### src/rtl/fft_cp_strip_pkg.sv
`default_nettype none
// ============================================================================
//  Module      : fft_cp_strip_pkg
//  Description : Shared constants and state encoding for the cyclic-prefix
//                stripping framer that feeds the fft top level.
//  Revision    : 1.0 - initial release
// ============================================================================

// Sample width normally comes from fixed_point.v; fall back to 16 bits when
// this package is compiled without it.
`ifndef FFT_IN_WIDTH
`define FFT_IN_WIDTH 16
`endif

package fft_cp_strip_pkg;

    localparam int C_FFT_IN_WIDTH = `FFT_IN_WIDTH;
    localparam int C_CP_WIDTH     = 11;
    localparam int C_LDN_MIN      = 2;
    localparam int C_LDN_MAX      = 11;

    // Framer states, fixed encoding so debug taps read consistently.
    typedef enum logic [1:0] {
        ST_IDLE = 2'd0,
        ST_SKIP = 2'd1,
        ST_PASS = 2'd2
    } state_t;

    // True when ldn lies inside the supported FFT size range.
    function automatic logic ldn_legal(input logic [3:0] ldn,
                                       input int        lo,
                                       input int        hi);
        return (int'(ldn) >= lo) && (int'(ldn) <= hi);
    endfunction

endpackage

`default_nettype wire

### src/rtl/fft_cp_strip_ctrl.sv
`default_nettype none
// ============================================================================
//  Module      : fft_cp_strip_ctrl
//  Description : Symbol framing FSM and sample counter. Decides, per valid
//                input sample, whether it is kept, whether it is the first
//                kept sample of a block, and whether an error is flagged.
//                Also holds the ldn latched for the current symbol.
//  Ports       : clk_sys, rst_sys_n   - clock, async active-low reset
//                sym_start_i          - symbol start marker
//                data_val_i           - input sample valid
//                ldn_rg_i, cp_len_i   - size / CP length for next symbol
//                keep_o, first_o,     - combinational per-sample strobes
//                err_o
//                ldn_q_o              - registered ldn of current symbol
//  Revision    : 1.0 - initial release
// ============================================================================
module fft_cp_strip_ctrl
    import fft_cp_strip_pkg::*;
#(
    parameter int CP_WIDTH = C_CP_WIDTH,
    parameter int LDN_MIN  = C_LDN_MIN,
    parameter int LDN_MAX  = C_LDN_MAX
) (
    input  logic                clk_sys,
    input  logic                rst_sys_n,
    input  logic                sym_start_i,
    input  logic                data_val_i,
    input  logic [3:0]          ldn_rg_i,
    input  logic [CP_WIDTH-1:0] cp_len_i,
    output logic                keep_o,
    output logic                first_o,
    output logic                err_o,
    output logic [3:0]          ldn_q_o
);

    localparam int CNT_W = (CP_WIDTH > LDN_MAX + 1) ? CP_WIDTH : LDN_MAX + 1;

    state_t              r_state;
    logic [CNT_W-1:0]    r_cnt;
    logic [CP_WIDTH-1:0] r_cp;
    logic [3:0]          r_ldn;

    logic                w_st;
    logic                w_last;
    logic                w_restart;
    logic                w_ldn_ok;
    logic                w_skip_done;
    logic                w_cp_zero;
    logic [11:0]         w_n;
    logic [11:0]         w_last_idx;

    assign w_st        = sym_start_i & data_val_i;
    assign w_n         = 12'd1 << r_ldn;
    assign w_last_idx  = w_n - 12'd1;
    assign w_last      = (r_state == ST_PASS) && (r_cnt == CNT_W'(w_last_idx));
    // A start coinciding with the final sample of a block is not a new start.
    assign w_restart   = w_st & ~w_last;
    assign w_ldn_ok    = ldn_legal(ldn_rg_i, LDN_MIN, LDN_MAX);
    assign w_skip_done = (r_cnt == CNT_W'(r_cp));
    assign w_cp_zero   = (cp_len_i == '0);
    assign ldn_q_o     = r_ldn;

    always_comb begin
        keep_o  = 1'b0;
        first_o = 1'b0;
        err_o   = 1'b0;
        if (w_restart) begin
            // Starting while a block is in flight is an abort.
            err_o   = (r_state != ST_IDLE) | ~w_ldn_ok;
            keep_o  = w_ldn_ok & w_cp_zero;
            first_o = w_ldn_ok & w_cp_zero;
        end else if (data_val_i) begin
            case (r_state)
                ST_SKIP: begin
                    keep_o  = w_skip_done;
                    first_o = w_skip_done;
                end
                ST_PASS: keep_o = 1'b1;
                default: ;
            endcase
        end
    end

    always_ff @(posedge clk_sys or negedge rst_sys_n) begin
        if (!rst_sys_n) begin
            r_state <= ST_IDLE;
            r_cnt   <= '0;
            r_cp    <= '0;
            r_ldn   <= '0;
        end else if (data_val_i) begin
            if (w_restart) begin
                if (w_ldn_ok) begin
                    r_ldn   <= ldn_rg_i;
                    r_cp    <= cp_len_i;
                    r_cnt   <= CNT_W'(1);
                    r_state <= w_cp_zero ? ST_PASS : ST_SKIP;
                end else begin
                    r_cnt   <= '0;
                    r_state <= ST_IDLE;
                end
            end else begin
                case (r_state)
                    ST_SKIP: begin
                        if (w_skip_done) begin
                            r_cnt   <= CNT_W'(1);
                            r_state <= ST_PASS;
                        end else begin
                            r_cnt   <= r_cnt + CNT_W'(1);
                        end
                    end
                    ST_PASS: begin
                        if (w_last) begin
                            r_cnt   <= '0;
                            r_state <= ST_IDLE;
                        end else begin
                            r_cnt   <= r_cnt + CNT_W'(1);
                        end
                    end
                    default: begin
                        r_cnt   <= '0;
                        r_state <= ST_IDLE;
                    end
                endcase
            end
        end
    end

endmodule

`default_nettype wire

### src/rtl/fft_cp_strip.sv
`default_nettype none
// ============================================================================
//  Module      : fft_cp_strip
//  Description : Cyclic-prefix stripping framer ahead of fixed2bfp / fft.
//                Drops the CP of each OFDM symbol and emits exactly 2^ldn
//                samples with block_sync/data_val framing, one cycle after
//                the corresponding input sample.
//  Ports       : clk_sys, rst_sys_n           - clock, async active-low reset
//                sym_start_i, data_val_i      - input framing
//                data_real_i, data_imag_i     - input sample
//                ldn_rg_i, cp_len_i           - next-symbol configuration
//                block_sync_o, data_val_o     - output framing
//                data_real_o, data_imag_o     - kept sample
//                ldn_rg_o                     - ldn of current symbol
//                err_o                        - abort / illegal ldn pulse
//  Revision    : 1.0 - initial release
// ============================================================================
module fft_cp_strip
    import fft_cp_strip_pkg::*;
#(
    parameter int IN_WIDTH = C_FFT_IN_WIDTH,
    parameter int CP_WIDTH = C_CP_WIDTH,
    parameter int LDN_MIN  = C_LDN_MIN,
    parameter int LDN_MAX  = C_LDN_MAX
) (
    input  logic                clk_sys,
    input  logic                rst_sys_n,
    input  logic                sym_start_i,
    input  logic                data_val_i,
    input  logic [IN_WIDTH-1:0] data_real_i,
    input  logic [IN_WIDTH-1:0] data_imag_i,
    input  logic [3:0]          ldn_rg_i,
    input  logic [CP_WIDTH-1:0] cp_len_i,
    output logic                block_sync_o,
    output logic                data_val_o,
    output logic [IN_WIDTH-1:0] data_real_o,
    output logic [IN_WIDTH-1:0] data_imag_o,
    output logic [3:0]          ldn_rg_o,
    output logic                err_o
);

    logic                w_keep;
    logic                w_first;
    logic                w_err;

    logic                r_sync;
    logic                r_val;
    logic                r_err;
    logic [IN_WIDTH-1:0] r_real;
    logic [IN_WIDTH-1:0] r_imag;

    fft_cp_strip_ctrl #(
        .CP_WIDTH (CP_WIDTH),
        .LDN_MIN  (LDN_MIN),
        .LDN_MAX  (LDN_MAX)
    ) u_ctrl (
        .clk_sys     (clk_sys),
        .rst_sys_n   (rst_sys_n),
        .sym_start_i (sym_start_i),
        .data_val_i  (data_val_i),
        .ldn_rg_i    (ldn_rg_i),
        .cp_len_i    (cp_len_i),
        .keep_o      (w_keep),
        .first_o     (w_first),
        .err_o       (w_err),
        .ldn_q_o     (ldn_rg_o)
    );

    // Sample data only loads on kept samples so the bus holds steady in gaps.
    always_ff @(posedge clk_sys or negedge rst_sys_n) begin
        if (!rst_sys_n) begin
            r_sync <= 1'b0;
            r_val  <= 1'b0;
            r_err  <= 1'b0;
            r_real <= '0;
            r_imag <= '0;
        end else begin
            r_sync <= w_first;
            r_val  <= w_keep;
            r_err  <= w_err;
            if (w_keep) begin
                r_real <= data_real_i;
                r_imag <= data_imag_i;
            end
        end
    end

    assign block_sync_o = r_sync;
    assign data_val_o   = r_val;
    assign err_o        = r_err;
    assign data_real_o  = r_real;
    assign data_imag_o  = r_imag;

endmodule

`default_nettype wire
### config.mk
export PLATFORM = sky130hd
export DESIGN_NAME = fft_cp_strip
export DESIGN_NICKNAME = d
export VERILOG_FILES = /design/src/rtl/fft_cp_strip_pkg.sv /design/src/rtl/fft_cp_strip_ctrl.sv /design/src/rtl/fft_cp_strip.sv
export SDC_FILE = /design/constraint.sdc
export NUM_CORES = 1
export LEC_CHECK = 0
export ABC_AREA = 1
export CORE_UTILIZATION = 45
export CTS_BUF_LIST = sky130_fd_sc_hd__clkbuf_16
export DETAILED_ROUTE_END_ITERATION = 10
export PLACE_DENSITY = 0.74
export SETUP_SLACK_MARGIN = 0.02
export SLEW_MARGIN = 20
export SYNTH_ARGS = -nofsm -noshare
export SYNTH_HDL_FRONTEND = slang
export SYNTH_SLANG_ARGS = --single-unit
### constraint.sdc
create_clock -name clk_sys -period 3.5 [get_ports clk_sys]
set_input_delay 0.7 -clock clk_sys [delete_from_list [all_inputs] [get_ports clk_sys]]
set_output_delay 0.7 -clock clk_sys [all_outputs]
set_load 0.01 [all_outputs]
==> impl_metrics.py <==
metrics = {
    "status": {
        "status": "finished, final reports clean",
    },
    "drt": {
        "final_antenna_net_count": 0,
        "drt_iter0_drc": 273,
        "routed_via_density": 5.03,
        "detail_route.wl_per_cell_um": 13.8,
        "finalWirelength_mm": 8.99,
        "vias": 3273,
        "drc_errors": 0,
        "dr.pass1.iters": 5,
    },
    "layout": {
        "fin_nets": 603,
        "utilization_pct": 64.1,
        "fin_area_um2": 4700,
        "areaGrowthSynthToFinish_pct": 35.6,
        "antennaDiodeCount": 0,
        "layout-drive-gt1-share_pct": 6.70,
        "fillerInstances": 602,
        "multiInputGateArea_um2": 1610,
        "seq_area_um2": 1600,
    },
    "clock_tree": {
        "cts_resized": 0,
        "clockRootBuffer": "clkbuf_16",
        "post_cts_buffers": 0,
        "clock_latency_ns": 0.33,
        "cts_hold_buf": 0,
        "cts_tree": "yes",
        "clkSlewWorstSetupHoldPaths_ns": 0.05,
        "h-tree-depth": 3,
        "numCtsBuffers": 9,
        "clock-sinks": 64,
        "clk_path_buf_depth": 2,
    },
    "pwr": {
        "seq_power_share_pct": 36.3,
        "p_leak_nw": 2.23,
        "p_per_area_nw_per_um2": 666,
        "clockPowerShare_pct": 27.5,
        "netSwitchingFraction_pct": 32.4,
        "ir_worst_vdd_mv": 0.443,
        "p_switching_mw": 1.01,
        "internal_power_mw": 2.11,
        "comb_power_share_pct": 36.2,
    },
    "floorplan": {
        "io_pins": 90,
        "dieWidth_um": 89.7,
        "core-area_um2": 7330,
        "die_h_um": 89.7,
        "die-area_um2": 8050,
        "start_util_pct": 47.3,
        "rows": 31,
    },
    "sta": {
        "fin_ws_ns": 0.510,
        "period_minus_slack_ns": 2.99,
        "rsz0062_at_grt": "false",
        "finalSetupViolCount": 0,
        "final_hold_viol_count": 0,
        "finalSetupTns_ns": 0,
        "maxSlewHeadroom_pct": 62.1,
        "clock_skew_ns": 0.00926,
        "max_freq_ghz": 0.334,
        "worst_slew_pin_slew_ns": 0.569,
        "drv_slew": 0,
        "finalCritPeriodShare_pct": 85.4,
    },
    "synth": {
        "synth_compound_area_share_pct": 6.43,
        "synth_top_family_by_area": "simple AND/OR/NAND/NOR gates",
        "synth_cell_types": 32,
        "synthSimpleGateAreaFrac_pct": 35.3,
        "syn_avg_cell_area_um2": 7.55,
        "seq_area_frac_synth_pct": 46.2,
        "synth_flop_cell": "dfrtp_1",
        "synth-xor-area-share_pct": 3.03,
        "synth_nets": 515,
        "yosysWarnings": 0,
        "synthesis.area_um2": 3460,
        "yosys.area_share.adder_pct": 1.81,
        "synthCells": 459,
        "synth_edf_count": 0,
        "synth_mux_area_share_pct": 0,
        "async_reset_ff_share_pct": 100,
        "synth_seq_cells": 64,
    },
    "global_routing": {
        "first_global_vias": 3049,
        "grt_pass1_wl_mm": 14.9,
        "grt_max_degree": 46,
        "grt.overflow.total": 0,
        "track_usage_pct": 23.2,
        "antenna_found_initial": 0,
    },
    "placement": {
        "pre_cts_ws_ns": 0.555,
        "io_buffers": 89,
        "dp_hpwl_mm": 6.48,
        "place_area_um2": 4410,
        "place.gp.congestion": 0.931,
    },
    "setup_path": {
        "r2r_slack_ns": 0.51,
        "cp_max_fo": 33,
        "max_stage_delay_ns": 0.47,
        "cp-start-kind": "flip-flop",
        "path_class": "flip-flop to flip-flop",
        "cp.required_ns": 3.71,
        "cp_slowest_cell": "dfrtp_1",
        "crit_top_cell": "nand2_1",
        "cp.arrival_ns": 3.20,
        "cp-end-kind": "flip-flop",
        "crit_chain": "nor2_1 -> nand2_1 -> ha_1 -> xor2_1 -> nand2_1 -> inv_2 -> nor2_1 -> nand3_1 -> nor2_2 -> nand3_4 -> nand4_2 -> nand2_4 -> nand2_1 -> nand2_1",
    },
    "flow_run": {
        "maxCapViolations": 0,
    },
    "hold_path": {
        "hold_path.class": "primary input to async pin",
    },
}
-- metrics by stage --
step	hold WS, ns	std cells	total power [mW]
finish	0.372	651	3.13
detailed placement	0.493	635	2.27
global placement	0.492	635	2.24
floorplan	0.404	459	1.67
CTS	0.508	651	3.15
global route	0.414	651	3.32
-- final timing paths --
| check | startpoint | endpoint | depth (start not counted) |
|---|---|---|---|
| min reg2reg | u_ctrl.r_state[0]$_DFFE_PN0P_ | u_ctrl.r_state[0]$_DFFE_PN0P_ | 2 |
| max | u_ctrl.ldn_q_o[1]$_DFFE_PN0P_ | data_imag_o[14]$_DFFE_PN0P_ | 14 |
| max reg2reg | u_ctrl.ldn_q_o[1]$_DFFE_PN0P_ | data_imag_o[14]$_DFFE_PN0P_ | 14 |
| min in group clk_sys | u_ctrl.r_state[0]$_DFFE_PN0P_ | u_ctrl.r_state[0]$_DFFE_PN0P_ | 2 |
| min | rst_sys_n | u_ctrl.r_cp[3]$_DFFE_PN0P_ | 1 |
| max in group asynchronous | rst_sys_n | data_imag_o[5]$_DFFE_PN0P_ | 2 |
-- registers in the layout, indices dropped and copies added (netlist names) --
name            flops
block_sync_o        1
u_ctrl.r_state      2
u_ctrl.r_cp        11
err_o               1
u_ctrl.r_cnt       12
u_ctrl.ldn_q_o      4
data_imag_o        16
data_real_o        16
data_val_o          1
-- synth_stat cells, types with 2 or more instances --
library cell | count | area, um2
buf_6 | 3 | 33.8
o22ai_1 | 5 | 31.3
nor2_2 | 2 | 12.5
a21oi_1 | 8 | 40.0
nand2_1 | 179 | 672
xnor2_1 | 4 | 35.0
dfrtp_1 | 64 | 1600
nand4_1 | 6 | 37.5
nor4_1 | 2 | 12.5
buf_2 | 10 | 50.1
nand3_1 | 51 | 255
clkbuf_1 | 3 | 11.3
nand3_4 | 2 | 35.0
inv_1 | 33 | 124
xor2_1 | 8 | 70.1
inv_2 | 5 | 18.8
o21ai_0 | 26 | 130
nor3_1 | 3 | 15.0
nor2_4 | 2 | 22.5
nor2_1 | 25 | 93.8
ha_1 | 5 | 62.6
nand2_2 | 3 | 18.8
-- power groups by stage --
stage               combinational (mW)  clock (mW)  sequential [mW]
global placement                  1.11           0             1.14
global route                      1.24       0.913             1.16
CTS                               1.14       0.875             1.13
detailed placement                1.13           0             1.13
floorplan                        0.473           0             1.20
finish                            1.13       0.860             1.13
-- cell usage in the layout (no fill, tap or decap), drive strengths merged, types with 5 or more instances in the layout --
master,instances
o22ai,5
buf,6
nand2,183
inv,40
nor2,29
nand4,7
clkdlybuf4s50,88
xor2,8
nand3,54
clkbuf,9
o21ai,27
ha,5
dfrtp,64
a21oi,9
-- logic make-up after synthesis --
group | after synthesis
xor+xnor | 12
flops | 64
simple gates | 280
compound gates | 42
fa+ha+maj | 5
buf+inv | 56
-- area by class of cell --
class	count	area share, %
inverter	39	3.12
tap	99	2.64
clock buffer	9	4.79
timing repair buffer	94	19.7
sequential	64	34.1
multi-input combinational	339	34.3
clock inverter	7	1.33
-- critical path: cells and delay by family (launching register included) --
kind,cells,cell delay (ns)
xor+xnor,1,0.19
flops,1,0.47
simple gates,11,1.85
fa+ha+maj,1,0.32
buf+inv,1,0.03
-- routing by layer --
metal	track usage, %	vias to the layer above	share of wire [%]
li1	-	1645	-
met1	31.4	1522	46
met2	37.8	99	48
met3	4.57	7	4.6
met4	7.10	0	1.0
met5	0	-	0
Note: power is estimated with default switching activity, not from simulation.
